### config.mk
export PLATFORM = sky130hd
export DESIGN_NAME = cpu_bus_ctrl
export DESIGN_NICKNAME = d
export VERILOG_FILES = /design/src/rtl/cpu_bus_ctrl_pkg.sv /design/src/rtl/cpu_bus_ctrl_oam_dma_engine.sv /design/src/rtl/cpu_bus_ctrl.sv
export SDC_FILE = /design/constraint.sdc
export NUM_CORES = 1
export LEC_CHECK = 0
export ABC_AREA = 1
export CORE_MARGIN = 2
export CORE_UTILIZATION = 45
export DETAILED_ROUTE_END_ITERATION = 12
export GPL_TIMING_DRIVEN = 0
export HOLD_SLACK_MARGIN = 0.1
export PLACE_DENSITY = 0.8
export SYNTH_ARGS = -nofsm -noshare
export SYNTH_HDL_FRONTEND = slang
export SYNTH_SLANG_ARGS = --single-unit
### constraint.sdc
create_clock -name clk_i -period 2.7 [get_ports clk_i]
set_clock_uncertainty 0.2 [all_clocks]
set_input_delay 0.405 -clock clk_i [delete_from_list [all_inputs] [get_ports clk_i]]
set_output_delay 0.405 -clock clk_i [all_outputs]
set_load 0.02 [all_outputs]
### src/rtl/cpu_bus_ctrl_pkg.sv
// Shared decode table, DMA state encoding and address defaults for the CPU bus controller.
// Pure definitions: no latency, no flow control.
package cpu_bus_ctrl_pkg;

  localparam int CH_RAM  = 0;
  localparam int CH_PPU  = 1;
  localparam int CH_APU  = 2;
  localparam int CH_CART = 3;
  localparam int CH_EXT0 = 4;
  localparam int CH_EXT1 = 5;

  localparam logic [15:0] DMA_REG_DEF  = 16'h4014;
  localparam logic [15:0] OAM_DATA_DEF = 16'h2004;

  typedef struct packed {
    logic [15:0] base;
    logic [15:0] limit;
    logic [15:0] mask;
  } region_t;

  typedef enum logic [2:0] {
    DMA_IDLE  = 3'd0,
    DMA_HALT  = 3'd1,
    DMA_ALIGN = 3'd2,
    DMA_RD    = 3'd3,
    DMA_WR    = 3'd4
  } dma_state_e;

  // 0x4018-0x401F (disabled test registers) belong to no channel, so reads there are open bus.
  // Entries from CH_EXT0 up are only decoded when N_CH is large enough, and override the cart.
  function automatic region_t chan_region(input int ch);
    case (ch)
      CH_RAM:  return '{base: 16'h0000, limit: 16'h1FFF, mask: 16'h07FF};
      CH_PPU:  return '{base: 16'h2000, limit: 16'h3FFF, mask: 16'h2007};
      CH_APU:  return '{base: 16'h4000, limit: 16'h4017, mask: 16'hFFFF};
      CH_CART: return '{base: 16'h4020, limit: 16'hFFFF, mask: 16'hFFFF};
      CH_EXT0: return '{base: 16'h6000, limit: 16'h7FFF, mask: 16'hFFFF};
      CH_EXT1: return '{base: 16'h4020, limit: 16'h5FFF, mask: 16'hFFFF};
      default: return '{base: 16'hFFFF, limit: 16'h0000, mask: 16'hFFFF};
    endcase
  endfunction

  function automatic logic in_region(input region_t r, input logic [15:0] a);
    return (a >= r.base) && (a <= r.limit);
  endfunction

endpackage

### src/rtl/cpu_bus_ctrl_oam_dma_engine.sv
// OAM DMA engine: halts the CPU, optionally aligns, then copies DMA_LEN bytes page -> OAM_DATA.
// One bus access per cpu_ce; the engine only advances on cpu_ce and never stalls otherwise.
module oam_dma_engine
  import cpu_bus_ctrl_pkg::*;
#(
  parameter int          DATA_W   = 8,
  parameter int          DMA_LEN  = 256,
  parameter logic [15:0] OAM_DATA = OAM_DATA_DEF
) (
  input  logic              clk_i,
  input  logic              rst_ni,
  input  logic              cpu_ce_i,
  input  logic              trig_i,
  input  logic [DATA_W-1:0] page_dat_i,
  input  logic [DATA_W-1:0] rd_dat_i,
  output logic              busy_o,
  output logic              acc_o,
  output logic [15:0]       addr_o,
  output logic              r_nw_o,
  output logic [DATA_W-1:0] wdata_o
);

  localparam int IDX_W = $clog2(DMA_LEN) + 1;

  dma_state_e        state_q, state_d;
  logic [IDX_W-1:0]  idx_q, idx_d;
  logic [7:0]        page_q, page_d;
  logic [DATA_W-1:0] buf_q, buf_d;
  logic              parity_q;
  logic [15:0]       idx_ext;

  assign idx_ext = 16'(idx_q);
  assign busy_o  = (state_q != DMA_IDLE);

  always_ff @(posedge clk_i or negedge rst_ni) begin
    if (!rst_ni) begin
      state_q  <= DMA_IDLE;
      idx_q    <= '0;
      page_q   <= '0;
      buf_q    <= '0;
      parity_q <= 1'b0;
    end else begin
      state_q  <= state_d;
      idx_q    <= idx_d;
      page_q   <= page_d;
      buf_q    <= buf_d;
      parity_q <= parity_q ^ cpu_ce_i;
    end
  end

  always_comb begin
    state_d = state_q;
    idx_d   = idx_q;
    page_d  = page_q;
    buf_d   = buf_q;
    acc_o   = 1'b0;
    addr_o  = {page_q, idx_ext[7:0]};
    r_nw_o  = 1'b1;
    wdata_o = buf_q;

    case (state_q)
      DMA_RD: acc_o = 1'b1;
      DMA_WR: begin
        acc_o  = 1'b1;
        addr_o = OAM_DATA;
        r_nw_o = 1'b0;
      end
      default: ;
    endcase

    if (cpu_ce_i) begin
      case (state_q)
        DMA_IDLE: if (trig_i) begin
          state_d = DMA_HALT;
          page_d  = page_dat_i[7:0];
          idx_d   = '0;
        end
        // An odd halt cycle costs one extra cycle so reads land on the same parity every time.
        DMA_HALT:  state_d = parity_q ? DMA_ALIGN : DMA_RD;
        DMA_ALIGN: state_d = DMA_RD;
        DMA_RD: begin
          buf_d   = rd_dat_i;
          state_d = DMA_WR;
        end
        DMA_WR: begin
          idx_d   = idx_q + 1'b1;
          state_d = (idx_q == IDX_W'(DMA_LEN - 1)) ? DMA_IDLE : DMA_RD;
        end
        default: state_d = DMA_IDLE;
      endcase
    end
  end

endmodule

### src/rtl/cpu_bus_ctrl.sv
// CPU bus controller: address decode/mirroring, read mux into registered cpu_rdata, OAM DMA master.
// Read data lands one clk after the cpu_ce cycle; DMA halts the CPU through cpu_rdy_o.
module cpu_bus_ctrl
  import cpu_bus_ctrl_pkg::*;
#(
  parameter int          N_CH     = 4,
  parameter int          DATA_W   = 8,
  parameter int          DMA_LEN  = 256,
  parameter logic [15:0] DMA_REG  = DMA_REG_DEF,
  parameter logic [15:0] OAM_DATA = OAM_DATA_DEF
) (
  input  logic                     clk_i,
  input  logic                     rst_ni,
  input  logic                     cpu_ce_i,
  input  logic [15:0]              cpu_addr_i,
  input  logic                     cpu_r_nw_i,
  input  logic [DATA_W-1:0]        cpu_wdata_i,
  output logic [DATA_W-1:0]        cpu_rdata_o,
  output logic                     cpu_rdy_o,
  output logic [15:0]              bus_addr_o,
  output logic                     bus_r_nw_o,
  output logic [DATA_W-1:0]        bus_wdata_o,
  output logic [N_CH-1:0]          bus_cs_o,
  input  logic [N_CH*DATA_W-1:0]   ch_rdata_i,
  output logic                     dma_busy_o
);

  logic              dma_busy, dma_acc, dma_r_nw;
  logic [15:0]       dma_addr;
  logic [DATA_W-1:0] dma_wdata;
  logic              cpu_reg_hit, trig;
  logic [15:0]       mst_addr, mask;
  logic              mst_r_nw, mst_en;
  logic [DATA_W-1:0] mst_wdata, sel_rdata;
  logic [N_CH-1:0]   sel;
  region_t           reg_i;
  logic [DATA_W-1:0] rdata_q, rdata_d;

  assign cpu_reg_hit = !dma_busy && (cpu_addr_i == DMA_REG);
  assign trig        = cpu_ce_i && cpu_reg_hit && !cpu_r_nw_i;

  assign mst_addr  = dma_busy ? dma_addr  : cpu_addr_i;
  assign mst_r_nw  = dma_busy ? dma_r_nw  : cpu_r_nw_i;
  assign mst_wdata = dma_busy ? dma_wdata : cpu_wdata_i;
  // The DMA register itself is never forwarded to a channel, in either direction.
  assign mst_en    = dma_busy ? dma_acc   : !cpu_reg_hit;

  // Later table entries win, so extension channels override the cart range.
  always_comb begin
    sel   = '0;
    mask  = 16'hFFFF;
    reg_i = chan_region(0);
    for (int i = 0; i < N_CH; i++) begin
      reg_i = chan_region(i);
      if (in_region(reg_i, mst_addr)) begin
        sel    = '0;
        sel[i] = 1'b1;
        mask   = reg_i.mask;
      end
    end
  end

  always_comb begin
    sel_rdata = '0;
    for (int i = 0; i < N_CH; i++) begin
      if (sel[i]) sel_rdata = sel_rdata | ch_rdata_i[i*DATA_W +: DATA_W];
    end
  end

  assign bus_addr_o  = mst_addr & mask;
  assign bus_r_nw_o  = mst_r_nw;
  assign bus_wdata_o = mst_wdata;
  assign bus_cs_o    = (cpu_ce_i && mst_en) ? sel : '0;
  assign cpu_rdy_o   = !dma_busy;
  assign dma_busy_o  = dma_busy;
  assign cpu_rdata_o = rdata_q;

  always_comb begin
    rdata_d = rdata_q;
    if (cpu_ce_i && !dma_busy && cpu_r_nw_i && mst_en && (|sel)) rdata_d = sel_rdata;
  end

  always_ff @(posedge clk_i or negedge rst_ni) begin
    if (!rst_ni) rdata_q <= '0;
    else         rdata_q <= rdata_d;
  end

  oam_dma_engine #(
    .DATA_W   (DATA_W),
    .DMA_LEN  (DMA_LEN),
    .OAM_DATA (OAM_DATA)
  ) u_dma (
    .clk_i      (clk_i),
    .rst_ni     (rst_ni),
    .cpu_ce_i   (cpu_ce_i),
    .trig_i     (trig),
    .page_dat_i (cpu_wdata_i),
    .rd_dat_i   (sel_rdata),
    .busy_o     (dma_busy),
    .acc_o      (dma_acc),
    .addr_o     (dma_addr),
    .r_nw_o     (dma_r_nw),
    .wdata_o    (dma_wdata)
  );

endmodule
# After elaboration in Yosys (flattened, before gate mapping)

Index checks and enable logic that the tools add are counted.

Bits in registers: 37
Bits of input ports: 60
Output and inout bits: 39
Logic and storage cells: 77

Add/subtract/negate cells: 1
Magnitude comparators: 8
Equality and inequality tests: 7
Multiplexer cells: 26
Bitwise operators: 5
Reduce and logical (&&, ||, !) cells: 24

Operator list:

| operator                                                         | number |
|---|---|
| 2-to-1 mux 16 bit                                                | 6 |
| 2-to-1 mux 8 bit                                                 | 5 |
| >= comparator 16 x 15 -> 1 bit, second input constant            | 2 |
| OR 8 bit                                                         | 3 |
| one-hot mux 9 bit (2 select lines)                               | 1 |
| bitwise AND 16 bit                                               | 1 |
| == test 16 x 15 -> 1 bit, second input constant                  | 1 |
| >= comparator 16 x 1 -> 1 bit, second input constant             | 1 |
| >= comparator 16 x 14 -> 1 bit, second input constant            | 1 |
| less-or-equal comparator 16 x 13 -> 1 bit, second input constant | 1 |
| less-or-equal comparator 16 x 14 -> 1 bit, second input constant | 1 |
| less-or-equal comparator 16 x 15 -> 1 bit, second input constant | 1 |
| less-or-equal comparator 16 bit, second input constant           | 1 |
| one-hot mux 3 bit (5 select lines)                               | 1 |
| logical AND 1 bit                                                | 12 |
| 2-to-1 mux 4 bit                                                 | 3 |
| adder 9 x 1 -> 9 bit, second input constant                      | 1 |
| == test 9 x 8 -> 1 bit, second input constant                    | 1 |
| 2-to-1 mux 9 bit                                                 | 1 |
| == test 3 x 2 -> 1 bit, second input constant                    | 2 |
| 2-to-1 mux 1 bit                                                 | 6 |
| AND reduction 3 bit                                              | 2 |
| 2-to-1 mux 2 bit                                                 | 2 |
| AND reduction 2 bit                                              | 2 |
| 11 further kinds                                                 | 13 |

# Longest topological paths before layout

Depth after elaboration: 16
Depth in mapped cells: 14
Mapped depth without buffers: 13

# Modules after synthesis

A second synthesis with hierarchy kept.

Cell total of the unflattened synthesis: 430
Area total of the unflattened synthesis: 2810.2 um^2

Modules (own cells, without submodules):

| module         | instances | cells an instance | area an instance (um^2) | seq. area each (um^2) |
|---|---|---|---|---|
| oam_dma_engine | 1         | 192               | 1522.7                  | 725.7 |
| cpu_bus_ctrl   | 1         | 238               | 1287.5                  | 200.2 |

# Worst setup path after synthesis

Ideal clock, no wire load.

Path type: register to output
Start point: register u_dma.state_q[1]
End point: output port bus_cs_o[0]
Data arrival time: 1.866 ns
Data required time: 2.095 ns
Slack: 0.229 ns
Cell stages (with the launch flop): 9
Path buffers: 1
Cell sequence: dfrtp_1 > nor2_4 > nand2_4 > o21ai_4 > nor2_4 > inv_2 > nor2_4 > buf_4 > nor3_1

Word-level cells in the longest chain between the ends: 10
Elaborated cells on any way between the ends: 29
Classes of those cells: 8 x order compare; 2 x eq/ne; 9 x mux; 10 x reduce/logical

RTL lines:

| element                                                                                           | RTL line                          | RTL |
|---|---|---|
| start, declared                                                                                   | cpu_bus_ctrl_oam_dma_engine.sv:25 | `dma_state_e state_q, state_d;` |
| start signal, assigned                                                                            | cpu_bus_ctrl_oam_dma_engine.sv:43 | `state_q <= state_d;` |
| == test 3 bit                                                                                     | cpu_bus_ctrl_oam_dma_engine.sv:61 | `case (state_q)` |
| 2-to-1 mux 16 bit                                                                                 | cpu_bus_ctrl_oam_dma_engine.sv:61 |  |
| 2-to-1 mux 16 bit                                                                                 | cpu_bus_ctrl.sv:42                | `assign mst_addr = dma_busy ? dma_addr : cpu_addr_i;` |
| >= comparator 16 x 1 -> 1 bit / less-or-equal comparator 16 x 13 -> 1 bit (equally long branches) | cpu_bus_ctrl_pkg.sv:44            | `return (a >= r.base) && (a <= r.limit);` |
| logical AND 1 bit                                                                                 | cpu_bus_ctrl_pkg.sv:44            |  |
| 2-to-1 mux 1 bit                                                                                  | cpu_bus_ctrl.sv:55                | `if (in_region(reg_i, mst_addr)) begin` |
| 2-to-1 mux 2 bit                                                                                  | cpu_bus_ctrl.sv:55                |  |
| 2-to-1 mux 4 bit (2 in series)                                                                    | cpu_bus_ctrl.sv:55                |  |
| 2-to-1 mux 4 bit *                                                                                | cpu_bus_ctrl.sv:73                | `assign bus_cs_o = (cpu_ce_i && mst_en) ? sel : '0;` |
| end, declared                                                                                     | cpu_bus_ctrl.sv:23                | `output logic [N_CH-1:0] bus_cs_o,` |

Mark *: on every way between the ends. The rest lies on a longest branch, timed or not.

# Final worst setup path

Same ends and word-level chain as after synthesis.

==> metrics.md <==
| Metric | Value |
|---|---|
| Sinks on Clock Net | `37` |
| Synth Area per Inst | `about 7 um2` |
| Worst slew pin tran | `about 0.85 ns` |
| Root Driver | `clkbuf_8` |
| Number of global-route vias before repair | `~2800` |
| DR WL/cell | `approximately 15 um` |
| Nets@finish | `between 500 and 600` |
| Initial Util | `0.4709` |
| P&R area growth vs syn | `50.31%` |
| Mux cell area share after synthesis | `0` |
| LEAKAGE | `1.930 nW` |
| WP data arrival | `slightly above 2 ns` |
| Final Critical Period | `between 2 and 3 ns` |
| Main area contributors after synthesis | `dfrtp_1 35%, nand2_1 19%, nand3_1 6.1%, inv_1 4.5%, o21ai_0 4.2%` |
| Hpwl dp | `~6300 um` |
| Final WL | `around 8400 um` |
| Post-synthesis compound-gate area fraction | `0.1031` |
| Number of distinct library cells after synthesis | `34` |
| Yosys reg bits | `37` |
| Tot Pwr | `a little over 4 mW` |
| Worst Path Required | `between 2 and 2.5 ns` |
| Type of the worst setup path | `reg2out` |
| Period utilization | `0.9854` |
| Max-slew violations | `0` |
| CTS tree | `yes` |
| Final GP Congestion | `around 0.89` |
| Vias per cell | `approximately 5.2` |
| Starting DRT DRC Count | `176` |
| Min-Delay Path Class | `reg2reg` |
| Drt pass-1 iters | `4` |
| Layout cells sized above 1 | `0.1988` |
| Peak VDD IR | `0.0005982 V` |
| DIE HEIGHT | `approximately 80 um` |
| Die width | `80.14 um` |
| Xor/xnor share of the synthesized area | `0.006715` |
| Outcome | `complete, no violations` |
| Num ports | `between 90 and 100` |
| Syn_nets | `between 400 and 500` |
| Tot GR Track Use | `0.2645` |
| CTS clk-pin slew, worst paths | `approximately 0.08 ns` |
| Area leader, netlist | `dfrtp_1` |
| Number of setup violations in the final report | `0` |
| Largest net degree at the start of global routing | `38` |
| Crit path capture type | `output port` |
| Final Instance Area | `between 3000 and 4000 um2` |
| Max cap viols | `0` |
| DRT antenna net count | `0` |
| Sequential area share after synthesis | `0.3549` |
| Area fraction of the dominant cell type after synthesis | `0.3549` |
| Pwr dens | `~1000 nW/um2` |
| # port buffers | `98` |
| Clk buf depth | `2` |
| DIE AREA | `between 6000 and 7000 um2` |
| Antenna cells | `0` |
| Initial antenna violation count | `0` |
| Synth Area in Simple Gates | `0.4422` |
| Remaining global-route overflow | `0` |
| Total CTS buffers | `5` |
| Hold Fails Final Rpt | `0` |
| Global-route wire length before repair | `roughly 13000 um` |
| Synthesized cell area | `~2600 um2` |
| Htree depth | `2` |
| Synth Area in Adders | `0.009592` |
| Hold Slack | `0.2824 ns` |
| Yosys warning count | `0` |
| Clock latency on the worst-skew pair | `0.30 ns` |
| DP Area | `3675 um2` |
| Headroom to the max-slew limit | `0.4336` |
| Vias | `~2900` |
| Synthesized netlist cell count | `between 300 and 400` |
| Row cnt | `27` |
| Max Fclk | `approximately 380 MHz` |
| CP Max Fanout | `10` |
| Type of origin of the critical path | `flip-flop` |
| Core Region | `roughly 5500 um2` |
| Drt drc | `0` |
| Largest family of logic cells by synthesized area | `simple AND/OR/NAND/NOR gates` |
| Filler Cells Inserted | `between 400 and 500` |
## cells in the mapped netlist, drive strengths merged
| library cell | instances |
|---|---|
| o21ai | 32 |
| nor2 | 32 |
| a21oi | 7 |
| ha | 2 |
| buf | 6 |
| clkbuf | 4 |
| xor2 | 2 |
| nand3 | 36 |
| nand3b | 4 |
| clkinv | 1 |
| or2 | 4 |
| nand2 | 144 |
| dfrtp | 37 |
| nor3 | 8 |
| o22ai | 2 |
| o211ai | 1 |
| o221ai | 1 |
| inv | 38 |
| nand4 | 10 |
## cells in the final DEF (no fill, tap or decap), types with 2 or more instances in the layout
cell,Yosys,final
nand4_1,8,8
buf_2,2,12
or2_2,4,4
nor2_2,6,7
nand3_2,4,3
nand3b_1,4,4
buf_6,3,2
nand2_4,4,5
dlymetal6s2s_1,0,5
o22ai_1,2,2
nor3_2,0,2
nand2_2,6,5
a21oi_1,7,6
inv_1,31,31
o21ai_0,22,22
o21ai_4,2,2
nand3_1,32,32
nor2_1,20,18
nor3_1,8,6
o21ai_2,6,7
inv_2,5,3
clkbuf_1,4,2
nor2_4,5,6
dlygate4sd2_1,0,9
clkdlybuf4s50_1,0,71
ha_1,2,2
nand2_1,134,134
dfrtp_1,37,36
xor2_1,2,2
clkbuf_8,0,6
inv_4,2,4
buf_4,1,20
## layer usage
metal  up-vias  part of all wire  track usage
li1       1439                 -            -
met1      1352              0.43       0.3667
met2       127              0.47       0.4217
met3        11             0.084      0.04270
met4         0             0.014      0.08475
met5         -                 0            0
## report_power, final
part           leakage, nW  switching (mW)  internal (mW)
combinational         1.38            1.65           1.06
clock               0.0574           0.219          0.301
sequential           0.488           0.112          0.698
## metrics by stage
| step | TNS, ns | util | std cells | setup WS (ns) |
|---|---|---|---|---|
| floorplan | 0 | - | 371 | 0.2290 |
| global placement | -3.574 | 0.6642 | 541 | -0.3670 |
| detailed placement | -3.638 | 0.6633 | 541 | -0.3708 |
| CTS | 0 | 0.6974 | 558 | 0.00008371 |
| global route | -0.04607 | 0.7078 | 565 | -0.04607 |
| finish | 0 | 0.7078 | 565 | 0.03930 |
## critical path, stage by stage (launching register included)
cell     delay (ns)
dfrtp_1        0.44
nor2_4         0.22
buf_4          0.15
nand3_1        0.10
nand2_4        0.12
nor2_4         0.06
inv_4          0.10
nor2_4         0.05
buf_4          0.17
nor3_2         0.16
buf_2          0.19
## timing repair
action	in CTS	in global routing
gates resized for setup	67	18
setup buffers	8	7
pin swaps	6	4
gates cloned	0	0
hold buffers	1	0
hold endpoints to repair	37	0
endpoints found under the setup margin	25	18
## worst paths after layout
| path | start | end | slack [ns] | depth (start not counted) |
|---|---|---|---|---|
| hold reg to reg | u_dma.parity_q | u_dma.parity_q | 0.28 | 1 |
| min in group asynchronous | rst_ni | u_dma.idx_q[5] | 0.54 | 2 |
| setup reg to reg | u_dma.state_q[1] | u_dma.wdata_o[2] | 0.41 | 14 |
| setup / recovery | u_dma.state_q[1] | bus_cs_o[0] | 0.04 | 10 |
| hold / removal | u_dma.parity_q | u_dma.parity_q | 0.28 | 1 |
| max in group asynchronous | rst_ni | u_dma.state_q[0] | 1.16 | 2 |
## state kept, by name, indices dropped and copies added, names as in the netlist
register / cells
cpu_rdata_o: 8
u_dma.parity_q: 1
u_dma.wdata_o: 8
u_dma.state_q: 3
u_dma.idx_q: 9
u_dma.page_q: 8
## cell type report
| class | count | area, um2 | share of cell area |
|---|---|---|---|
| Buffer | 10 | 77.57 | 0.01978 |
| Clock buffer | 6 | 82.58 | 0.02106 |
| Clock inverter | 2 | 37.54 | 0.009572 |
| Inverter | 39 | 156.4 | 0.03989 |
| Multi-Input combinational cell | 285 | 1505 | 0.3839 |
| Sequential cell | 37 | 927.1 | 0.2364 |
| Tap cell | 72 | 90.09 | 0.02297 |
| Timing Repair Buffer | 114 | 1045 | 0.2664 |
## kinds of logic (layout without fill, tap and decap cells)
group                    after synthesis  in the layout
AO/OA/AOI/OAI                         43             43
XOR/XNOR                               2              2
adder cells (fa/ha/maj)                2              2
buffers and inverters                 49            171
flip-flops                            37             37
AND/OR/NAND/NOR                      238            238
Power figures use the tool's default switching activity.
